==> src/rtl/hazard_scoreboard_pkg.sv <==
// rtl/hazard_scoreboard_pkg.sv - shared pipeline types and constants for the hazard scoreboard
//
// Purpose: stage-record types, register-number width, PC register number and
// the source-match helper shared by the scoreboard top and its stage registers.
// Ports: none (package).
package hazard_scoreboard_pkg;

  localparam int REG_W = 4;
  localparam logic [REG_W-1:0] PC_REG = 4'd15;

  typedef logic [REG_W-1:0] reg_num_t;

  // Control and register fields tracked for every in-flight instruction.
  typedef struct packed {
    reg_num_t dest;
    reg_num_t rn;
    logic     reg_write;
    logic     write_back;
    logic     mem_to_reg;
    logic     pc_src;
  } stage_rec_t;

  // The E stage also remembers its source registers for forwarding compares.
  typedef struct packed {
    stage_rec_t ctl;
    reg_num_t   ra1;
    reg_num_t   ra2;
    reg_num_t   ra3;
  } e_rec_t;

  // The PC is never forwarded through the register file path, so a source of
  // R15 never produces a hazard regardless of what the older stage writes.
  function automatic logic src_match(input reg_num_t src, input reg_num_t tgt,
                                     input logic en);
    return en && (src == tgt) && (src != PC_REG);
  endfunction

endpackage

==> src/rtl/hazard_scoreboard_stage_reg.sv <==
// rtl/hazard_scoreboard_stage_reg.sv - parameterised pipeline record register with clear and bubble insert
//
// Purpose: holds one pipeline stage record; clears on reset, loads an all-zero
// bubble when asked, otherwise loads the upstream record every cycle.
// Ports:
//   clk    - rising-edge clock
//   reset  - synchronous active-low clear
//   bubble - load an all-zero record instead of d
//   d      - upstream record
//   q      - registered record
module stage_reg #(
  parameter type rec_t = logic
) (
  input  logic clk,
  input  logic reset,
  input  logic bubble,
  input  rec_t d,
  output rec_t q
);

  always_ff @(posedge clk) begin
    if (!reset) begin
      q <= '0;
    end else if (bubble) begin
      q <= '0;
    end else begin
      q <= d;
    end
  end

endmodule

==> src/rtl/hazard_scoreboard.sv <==
// rtl/hazard_scoreboard.sv - E/M/W register-hazard scoreboard with forwarding matches
//
// Purpose: tracks the destination, base register and control bits of the
// instructions in E, M and W, and reports source/destination matches used by
// the forwarding and stall logic, pending PC writes and pending register writes.
// Ports:
//   clk, reset                      - clock, synchronous active-low reset
//   RA1D/RA2D/RA3D/WA3D/RnD         - decode-stage register numbers
//   RegWriteD/WriteBackD/MemtoRegD/PCSrcD - decode-stage control bits
//   StallD, FlushE                  - hazard-unit controls
//   Match_kE_{M,W}                  - E source k equals M/W destination
//   Match_kE_{M,W}_Index            - E source k equals M/W write-back base
//   Match_12D_E                     - D source hits a load in E
//   PCWrPendingF                    - PC write in flight in D, E or M
//   PendingWrites                   - register writes in flight in E, M, W
module hazard_scoreboard
  import hazard_scoreboard_pkg::*;
(
  input  logic             clk,
  input  logic             reset,
  input  logic [REG_W-1:0] RA1D,
  input  logic [REG_W-1:0] RA2D,
  input  logic [REG_W-1:0] RA3D,
  input  logic [REG_W-1:0] WA3D,
  input  logic [REG_W-1:0] RnD,
  input  logic             RegWriteD,
  input  logic             WriteBackD,
  input  logic             MemtoRegD,
  input  logic             PCSrcD,
  input  logic             StallD,
  input  logic             FlushE,
  output logic             Match_1E_M,
  output logic             Match_1E_W,
  output logic             Match_2E_M,
  output logic             Match_2E_W,
  output logic             Match_3E_M,
  output logic             Match_3E_W,
  output logic             Match_1E_M_Index,
  output logic             Match_1E_W_Index,
  output logic             Match_2E_M_Index,
  output logic             Match_2E_W_Index,
  output logic             Match_3E_M_Index,
  output logic             Match_3E_W_Index,
  output logic             Match_12D_E,
  output logic             PCWrPendingF,
  output logic [1:0]       PendingWrites
);

  e_rec_t     d_rec;
  e_rec_t     e_rec;
  stage_rec_t m_rec;
  stage_rec_t w_rec;

  always_comb begin
    d_rec = '0;
    d_rec.ctl.dest       = WA3D;
    d_rec.ctl.rn         = RnD;
    d_rec.ctl.reg_write  = RegWriteD;
    d_rec.ctl.write_back = WriteBackD;
    d_rec.ctl.mem_to_reg = MemtoRegD;
    d_rec.ctl.pc_src     = PCSrcD;
    d_rec.ra1            = RA1D;
    d_rec.ra2            = RA2D;
    d_rec.ra3            = RA3D;
  end

  // A stall of D is always accompanied by a flush of E, so the flush alone
  // decides what enters E; M and W advance every cycle.
  stage_reg #(.rec_t(e_rec_t)) u_stage_e (
    .clk    (clk),
    .reset  (reset),
    .bubble (FlushE),
    .d      (d_rec),
    .q      (e_rec)
  );

  stage_reg #(.rec_t(stage_rec_t)) u_stage_m (
    .clk    (clk),
    .reset  (reset),
    .bubble (1'b0),
    .d      (e_rec.ctl),
    .q      (m_rec)
  );

  stage_reg #(.rec_t(stage_rec_t)) u_stage_w (
    .clk    (clk),
    .reset  (reset),
    .bubble (1'b0),
    .d      (m_rec),
    .q      (w_rec)
  );

  // Destination matches; an instruction sitting in both M and W views is
  // reported at both, and the consumer picks the younger one.
  assign Match_1E_M = src_match(e_rec.ra1, m_rec.dest, m_rec.reg_write);
  assign Match_1E_W = src_match(e_rec.ra1, w_rec.dest, w_rec.reg_write);
  assign Match_2E_M = src_match(e_rec.ra2, m_rec.dest, m_rec.reg_write);
  assign Match_2E_W = src_match(e_rec.ra2, w_rec.dest, w_rec.reg_write);
  assign Match_3E_M = src_match(e_rec.ra3, m_rec.dest, m_rec.reg_write);
  assign Match_3E_W = src_match(e_rec.ra3, w_rec.dest, w_rec.reg_write);

  // Base-register write-back matches for indexed addressing.
  assign Match_1E_M_Index = src_match(e_rec.ra1, m_rec.rn, m_rec.write_back);
  assign Match_1E_W_Index = src_match(e_rec.ra1, w_rec.rn, w_rec.write_back);
  assign Match_2E_M_Index = src_match(e_rec.ra2, m_rec.rn, m_rec.write_back);
  assign Match_2E_W_Index = src_match(e_rec.ra2, w_rec.rn, w_rec.write_back);
  assign Match_3E_M_Index = src_match(e_rec.ra3, m_rec.rn, m_rec.write_back);
  assign Match_3E_W_Index = src_match(e_rec.ra3, w_rec.rn, w_rec.write_back);

  // Load-use: a load in E cannot forward to the instruction now in D.
  logic load_in_e;
  assign load_in_e   = e_rec.ctl.mem_to_reg & e_rec.ctl.reg_write;
  assign Match_12D_E = src_match(RA1D, e_rec.ctl.dest, load_in_e) |
                       src_match(RA2D, e_rec.ctl.dest, load_in_e);

  assign PCWrPendingF = PCSrcD | e_rec.ctl.pc_src | m_rec.pc_src;

  // At most three writers are in flight, so two bits never wrap.
  assign PendingWrites = {1'b0, e_rec.ctl.reg_write} +
                         {1'b0, m_rec.reg_write} +
                         {1'b0, w_rec.reg_write};

  // Fields carried through the pipeline but not consumed at these stages.
  logic [3:0] unused_bits;
  assign unused_bits = {StallD, m_rec.mem_to_reg, w_rec.mem_to_reg, w_rec.pc_src};

endmodule

==> config.mk <==
export PLATFORM = sky130hd
export DESIGN_NAME = hazard_scoreboard
export DESIGN_NICKNAME = d
export VERILOG_FILES = /design/src/rtl/hazard_scoreboard_pkg.sv /design/src/rtl/hazard_scoreboard_stage_reg.sv /design/src/rtl/hazard_scoreboard.sv
export SDC_FILE = /design/constraint.sdc
export NUM_CORES = 1
export LEC_CHECK = 0
export CAP_MARGIN = 20
export CORE_ASPECT_RATIO = 1.2
export CORE_UTILIZATION = 40
export DETAILED_ROUTE_END_ITERATION = 16
export PLACE_DENSITY = 0.66
export SLEW_MARGIN = 40
export SYNTH_ARGS = -nofsm -noshare
export SYNTH_HDL_FRONTEND = slang
export SYNTH_HIERARCHICAL = 1
export SYNTH_SLANG_ARGS = --single-unit
==> constraint.sdc <==
create_clock -name clk -period 1.4 [get_ports clk]
set_input_delay 0.28 -clock clk [delete_from_list [all_inputs] [get_ports clk]]
set_output_delay 0.28 -clock clk [all_outputs]
set_load 0.05 [all_outputs]
After elaboration in Yosys (flattened, before gate mapping)
Index checks and enable logic that the tools add are counted.
{"block": "word_totals", "latch_bits": 0, "ff_bits": 45, "n_memories": 0, "mem_bits_ro": 0, "ramBits": 0}
{"block": "classes", "order_cmp": 0, "n_shift": 0, "mux": 0, "eq_ne": 19, "n_reduce_logical": 29, "n_div": 0, "multipliers": 0, "bitwise_logic": 5, "n_addsub": 2}
{"cell": "== test 4 bit", "count": 14}
{"cell": "logical AND 1 bit", "count": 28}
{"cell": "!= test 4 bit, second input constant", "count": 5}
{"cell": "OR 1 bit", "count": 3}
{"cell": "adder 1 x 1 -> 2 bit", "count": 1}
{"cell": "adder 2 x 1 -> 2 bit", "count": 1}
{"cell": "OR reduction 2 bit", "count": 1}
{"cell": "AND 1 bit", "count": 1}
{"cell": "NOT 1 bit", "count": 1}

Longest topological paths before layout
Gate-level depths: netlist (run 1).
{"block": "logic_depth", "ltp_word": 4, "mapped_depth": 4, "ltp_nobuf": 3}

Hierarchy
Netlist (run 1), hierarchy kept.
{"mod": "hazard_scoreboard", "area_per_inst_um2": 785.8, "cells_per_inst": 114, "seq_area_each_um2": 0.0, "n_inst": 1}
{"mod": "stage_reg (u_stage_e)", "area_per_inst_um2": 728.2, "cells_per_inst": 52, "seq_area_each_um2": 480.5, "n_inst": 1}
{"mod": "stage_reg (u_stage_m ...)", "area_per_inst_um2": 364.1, "cells_per_inst": 26, "seq_area_each_um2": 240.2, "n_inst": 2}

Worst setup path before layout (run 1)
OpenSTA, ideal clock, no wires.
{"block": "synth_timing", "kind": "reg-to-output", "startpoint": "register u_stage_e/q[10] (netlist name)", "endpoint": "output Match_1E_M", "required_time_ns": 1.120, "stages_incl_launch_ff": 5, "setup_slack_ns": -0.870, "arrival_time_ns": 1.990, "cell_sequence": "dfxtp_1 clkbuf_1 xnor2_1 nand4_1 a211oi_1"}
{"block": "synth_between", "elab_chain_cells": 3, "word_cells_on_any_way": 4}
{"item": "start: declaration", "line_no": "hazard_scoreboard_stage_reg.sv:18", "rtl": "output rec_t q"}
{"item": "start signal: assignment", "line_no": "hazard_scoreboard_stage_reg.sv:23", "rtl": "q <= '0;"}
{"item": "start signal: assignment", "line_no": "hazard_scoreboard_stage_reg.sv:25", "rtl": "q <= '0;"}
{"item": "start signal: assignment", "line_no": "hazard_scoreboard_stage_reg.sv:27", "rtl": "q <= d;"}
{"item": "== test 4 bit", "line_no": "hazard_scoreboard_pkg.sv:35", "rtl": "return en && (src == tgt) && (src != PC_REG);"}
{"item": "logical AND 1 bit", "line_no": "hazard_scoreboard_pkg.sv:35"}
{"item": "logical AND 1 bit *", "line_no": "hazard_scoreboard_pkg.sv:35"}
{"item": "end: declaration", "line_no": "hazard_scoreboard.sv:32", "rtl": "output logic Match_1E_M,"}
Mark *: on every way between the ends. The rest lies on a longest branch, timed or not.

Final worst setup path (run 1)
{"block": "layout_timing", "startpoint": "register u_stage_e/q[21] (netlist name)", "endpoint": "output Match_12D_E"}
{"block": "layout_between", "elab_chain_cells": 4, "word_cells_on_any_way": 7}
{"item": "== test 4 bit", "line_no": "hazard_scoreboard_pkg.sv:35"}
{"item": "logical AND 1 bit (2 in series)", "line_no": "hazard_scoreboard_pkg.sv:35"}
{"item": "OR 1 bit *", "line_no": "hazard_scoreboard.sv:113", "rtl": "assign Match_12D_E = src_match(RA1D, e_rec.ctl.dest, load_in_e) |"}
{"item": "end: declaration", "line_no": "hazard_scoreboard.sv:44", "rtl": "output logic Match_12D_E,"}
Marked as above.

==> flow_metrics.env, run 1 <==
export IMPL_routed_via_count=1632
export IMPL_clk_pin_slew_ns=0.08
export IMPL_cp_start_kind="register"
export IMPL_hold_buffers=0
export IMPL_area_growth_pct=57.8
export IMPL_synth_area_per_cell_sq_um=10.2
export IMPL_drcViolationCount=0
export IMPL_ios=44
export IMPL_antenna_found_initial=0
export IMPL_hpwl_microns=3630
export IMPL_r2r_slack_ns=0.60
export IMPL_via_per_inst=5.01
export IMPL_ant_nets=0
export IMPL_fin_nets=294
export IMPL_layout_setup_ws_ns=-0.536
export IMPL_place_gp_congestion=0.781
export IMPL_rsz0062_at_grt="true"
export IMPL_grt_pass1_wl_microns=8310
export IMPL_status="finished with violations"
export IMPL_maxCapViolations=0
export IMPL_r2r_start="u_stage_m/q[9]"
export IMPL_period_share=1.38
export IMPL_arrival_ns=1.66
export IMPL_fillers=388
export IMPL_start_util=0.427
export IMPL_drt_wl_total_microns=4910
export IMPL_die_h_microns=82.4
export IMPL_worstPathCellList="xor2_1 -> or4_4 -> o22ai_4 -> buf_12"
export IMPL_reg2reg_to="u_stage_w/q[9]"
export IMPL_first_iter_violations=25
export IMPL_endpoint_kind="output pin"
export IMPL_cts_sinks=45
export IMPL_grt_max_degree=46
export IMPL_clockBufferDepth=2
export IMPL_htreeDepth=2
export IMPL_post_dp_cell_area_sq_um=3170
export IMPL_grt_usage=0.192
export IMPL_reg2regPathDepth=2
export IMPL_netlist_instances=212
export IMPL_drive_gt1_frac=0.459
export IMPL_finalHoldViolations=0
export IMPL_io_buffers=42
export IMPL_endpoint="Match_12D_E"
export IMPL_max_clock_freq_ghz=0.517
export IMPL_powerDensity_nw_per_um2=733
export IMPL_drt_first_pass_iters=4
export IMPL_cp_max_fo=3
export IMPL_final_area_sq_um=3400
export IMPL_cts_tree="built"
export IMPL_fin_crit_ns=1.94
export IMPL_mappedNetlistArea_sq_um=2160
export IMPL_num_rows=28
export IMPL_cp_startpoint="u_stage_e/q[21]"
export IMPL_cts_root_buf="clkbuf_8"
export IMPL_wire_per_inst_microns=15.0
export IMPL_grt_overflow=0
export IMPL_clk_latency_ns=0.30
export IMPL_die_w_microns=69.0
export IMPL_critPathKind="register to output pin"
export IMPL_max_vdd_ir_drop_mv=0.638
export IMPL_hold_class="primary input to register"
export IMPL_dieArea_sq_um=5690
export IMPL_cpPeakStageDelay_ns=0.53
export IMPL_grt_pass1_vias=1647
export IMPL_tns_ns=-4.43
export IMPL_clock_skew_ns=0.00807
export IMPL_setup_viol=16
export IMPL_placeableCoreArea_sq_um=5040
export IMPL_required_ns=1.12
export IMPL_cts_inserted_buffers=5
export IMPL_violations="negative setup slack"
export IMPL_yosys_warnings=6
export IMPL_report_final_slew_viol_count=0
export IMPL_power_leakage_nw=1.32
export IMPL_critPathSlowestCell="or4_4"
export IMPL_diodes=0
## cell usage in the layout (no fill, tap or decap), types with 2 or more instances in the layout
master and instances:
and3b_1 37, nand3_2 3, nand4_1 12, clkbuf_1 2, xor2_1 6, clkdlybuf4s50_1 21, buf_6 3, and2_1 2
xnor2_1 14, nand2_4 2, and3b_2 8, or2_2 2, nand3_1 8, nor2b_1 9, dfxtp_4 17, buf_4 12
conb_1 6, a21oi_4 3, a21oi_1 2, or4_4 2, nor2_1 2, dlygate4sd2_1 5, buf_12 17, clkbuf_8 5
xnor2_2 22, a211oi_4 9, dfxtp_2 12, dfxtp_1 16
## layer usage
| metal | GRT usage | vias to the layer above | part of all wire |
|---|---|---|---|
| li1 | - | 828 | - |
| met1 | 0.227 | 768 | 0.44 |
| met2 | 0.352 | 31 | 0.53 |
| met3 | 0.0400 | 5 | 0.024 |
| met4 | 0.0551 | 0 | 0.012 |
| met5 | 0 | - | 0 |
## through the flow
| step | cells | power [W] | hold WS (ns) | util | worst slack [ns] |
|---|---|---|---|---|---|
| floorplan | 217 | 0.00162 | 0.444 | - | -0.224 |
| global placement | 317 | 0.00174 | 0.454 | 0.628 | -0.680 |
| detailed placement | 317 | 0.00175 | 0.458 | 0.628 | -0.710 |
| CTS | 325 | 0.00250 | 0.364 | 0.666 | -0.540 |
| global route | 326 | 0.00261 | 0.353 | 0.674 | -0.585 |
| finish | 326 | 0.00249 | 0.362 | 0.674 | -0.536 |
## how the worst min path moves through the flow
stage                     from               to  slack, ns  cells past startpoint
5_1_grt                 PCSrcD  u_stage_e/q[12]       0.35                      2
6_report                PCSrcD  u_stage_e/q[12]       0.36                      2
3_5_place_dp   u_stage_e/q[17]   u_stage_m/q[5]       0.46                      1
4_1_cts                 PCSrcD  u_stage_e/q[12]       0.36                      2
2_1_floorplan          RA3D[0]   u_stage_e/q[0]       0.44                      1
3_3_place_gp   u_stage_e/q[16]   u_stage_m/q[4]       0.45                      1
## report_power, final
part	leakage [nW]	switching [W]	internal, W
Sequential	0.385	0.0000656	0.00129
Clock	0.0385	0.000427	0.000353
Combinational	0.896	0.000138	0.000217
## layout make-up
class,count,area [sq um],area share
clock buffers,7,76.3,0.0224
repair buffers,58,718,0.211
multi-input cells,155,1550,0.454
flip-flops and latches,45,980,0.288
well taps,60,75.1,0.0221
clock inverters,1,7.51,0.00221
## sequential cells by signal, indices dropped and copies added (netlist names)
signal,count
u_stage_e/q,24
u_stage_m/q,11
u_stage_w/q,10
## worst max-delay path: cells and delay by family (launching register included)
family                    cells  cell delay [ns]
xor gates and xnor gates      1             0.14
buffers and inverters         1             0.16
AOI/OAI and AO/OA             1             0.19
DFF                           1             0.35
and+or+nand+nor               1             0.53
## what timing repair did
| item | in CTS | in global routing |
|---|---|---|
| hold endpoints to repair | 0 | 0 |
| cloned | 0 | 0 |
| buffers inserted | 0 | 1 |
| pin swaps | 19 | 3 |
| resized for setup | 51 | 7 |
| setup endpoints to repair | 16 | 16 |
Power figures use the tool's default switching activity.
==> inputs of run 2 (changes only) <==
--- a/config.mk
+++ b/config.mk
@@ -9,7 +9,7 @@
 export CORE_ASPECT_RATIO = 1.2
 export CORE_UTILIZATION = 40
 export DETAILED_ROUTE_END_ITERATION = 16
-export PLACE_DENSITY = 0.66
+export PLACE_DENSITY = 0.72
 export SLEW_MARGIN = 40
 export SYNTH_ARGS = -nofsm -noshare
 export SYNTH_HDL_FRONTEND = slang
==> run 2 against run 1 <==
- power up 2.0%
- cell area up 4.4%
- the flow still finishes with violations (negative setup slack)
- critical path depth unchanged
- clock-buffer cell count down 1
- fmax up 0.75%
- hold slack better by 0.0046 ns
- sequential power about the same
- critical path type unchanged
- non-clock buffer count up 6
- die area unchanged
- sequential cell count unchanged
==> flow_metrics.env, run 2 (synthesis gave the netlist of run 1 again) <==
export IMPL_cpPeakStageDelay_ns=0.52
export IMPL_power_leakage_nw=1.37
export IMPL_grt_pass1_vias=1770
export IMPL_cp_max_fo=3
export IMPL_place_inst=318
export IMPL_max_vdd_ir_drop_mv=0.712
export IMPL_met2_usage=0.372
export IMPL_critPathKind="register to output pin"
export IMPL_htreeDepth=2
export IMPL_grt_pass1_wl_microns=8540
export IMPL_wire_per_inst_microns=15.3
export IMPL_die_h_microns=82.4
export IMPL_place_gp_congestion=0.806
export IMPL_report_final_slew_viol_count=0
export IMPL_clock_skew_ns=0.00349
export IMPL_violations="negative setup slack"
export IMPL_dp_slack_ns=-0.711
export IMPL_cts_inserted_buffers=5
export IMPL_clockBufferDepth=2
export IMPL_clk_pin_slew_ns=0.08
export IMPL_drcViolationCount=0
export IMPL_routed_via_count=1685
export IMPL_ios=44
export IMPL_finalHoldViolations=0
export IMPL_arrival_ns=1.64
export IMPL_via_per_inst=5.09
export IMPL_period_share=1.37
export IMPL_die_w_microns=69.0
export IMPL_hpwl_microns=3730
export IMPL_fin_crit_ns=1.92
export IMPL_num_rows=28
export IMPL_hold_buffers=0
export IMPL_diodes=0
export IMPL_post_dp_cell_area_sq_um=3190
export IMPL_whs_ns=0.367
export IMPL_grt_overflow=0
export IMPL_largest_register="u_stage_e/q"
export IMPL_area_growth_pct=64.7
export IMPL_drive_gt1_frac=0.494
export IMPL_start_util=0.427
export IMPL_powerDensity_nw_per_um2=716
export IMPL_grt_use_met1=0.221
export IMPL_antenna_found_initial=0
export IMPL_io_buffers=42
export IMPL_dieArea_sq_um=5690
export IMPL_cts_tree="built"
export IMPL_rsz0062_at_grt="true"
export IMPL_maxCapViolations=0
export IMPL_drt_wl_total_microns=5070
export IMPL_critPathSlowestCell="or4_4"
export IMPL_ant_nets=0
export IMPL_final_area_sq_um=3550
export IMPL_p_total_w=0.00254
export IMPL_grtUsageMet3=0.0291
export IMPL_top_regs="u_stage_e/q (24), u_stage_m/q (11), u_stage_w/q (10)"
export IMPL_cts_sinks=45
export IMPL_worstPathCellList="xor2_1 -> or4_4 -> o22ai_4 -> buf_12"
export IMPL_layout_setup_ws_ns=-0.521
export IMPL_cts_root_buf="clkbuf_8"
export IMPL_setup_viol=16
export IMPL_busiest_layer="met2"
export IMPL_fin_nets=300
export IMPL_grt_usage=0.194
export IMPL_max_clock_freq_ghz=0.520
export IMPL_required_ns=1.12
export IMPL_status="finished with violations"
export IMPL_final_cells=331
export IMPL_largest_reg_flops=24
export IMPL_hold_class="primary input to register"
export IMPL_drt_first_pass_iters=4
export IMPL_grt_max_degree=46
export IMPL_cp_start_kind="register"
export IMPL_placeableCoreArea_sq_um=5040
export IMPL_final_common_cell="and3b_1"
export IMPL_first_iter_violations=35
export IMPL_layout_common_cells="and3b_1 (37), xnor2_2 (25), clkdlybuf4s50_1 (20)"
export IMPL_clk_latency_ns=0.29
export IMPL_endpoint_kind="output pin"
## run 2: cell count changes in the layout (fill, tap and decap cells not counted), moves of 3 or more
cell	previous run	this run
xnor2_2	22	25
buf_4	12	8
buf_6	3	12
xnor2_1	14	11
nand3_4	0	3
nand3_2	3	0
## run 2: critical path, delay by kind of cell (launching register included)
| family | cells | cell delay, ns |
|---|---|---|
| AND/OR/NAND/NOR | 1 | 0.52 |
| flip-flops | 1 | 0.35 |
| AO/OA/AOI/OAI | 1 | 0.19 |
| buffers and inverters | 1 | 0.16 |
| XOR/XNOR | 1 | 0.14 |
## run 2: cell type report
cell class              count  area [sq um]
clock buffers               6          82.6
clock inverters             1          7.51
fillers                   365          1490
multi-input cells         155          1600
flip-flops and latches     45           982
well taps                  60          75.1
repair buffers             64           808
## run 2: routing by layer
| metal | up-vias | wire (microns) | share of wire |
|---|---|---|---|
| met2 | 35 | 2770 | 0.55 |
| met5 | - | 0 | 0 |
| met4 | 0 | 80 | 0.016 |
| met3 | 6 | 109 | 0.022 |
| met1 | 803 | 2110 | 0.42 |
| li1 | 841 | - | - |
## run 2: worst paths after layout
path,start,endpoint,slack (ns),depth (start not counted)
worst max-delay path,u_stage_e/q[21],Match_12D_E,-0.52,4
worst min-delay path,PCSrcD,u_stage_e/q[12],0.37,2
worst min register to register,u_stage_e/q[16],u_stage_m/q[4],0.48,1
worst max register to register,u_stage_e/q[20],u_stage_m/q[8],0.62,2
## run 2: what timing repair did
item                       4_1_cts  5_1_grt
pin swaps                       28       10
hold endpoints to repair         0        0
setup buffers                    1        5
setup endpoints to repair       16       16
resized for setup               67       10
## run 2: power breakdown
part           total [W]  internal [W]  leakage [nW]  switching [W]
clock network   0.000797      0.000390        0.0433       0.000407
registers        0.00136       0.00129         0.386      0.0000654
logic           0.000387      0.000237         0.946       0.000150
total            0.00254       0.00192          1.37       0.000622
## run 2: through the flow
step	TNS [ns]	util
CTS	-4.50	0.688
global placement	-2.28	0.632
finish	-4.67	0.704
detailed placement	-2.59	0.632
global route	-5.72	0.704
floorplan	-0.882	-
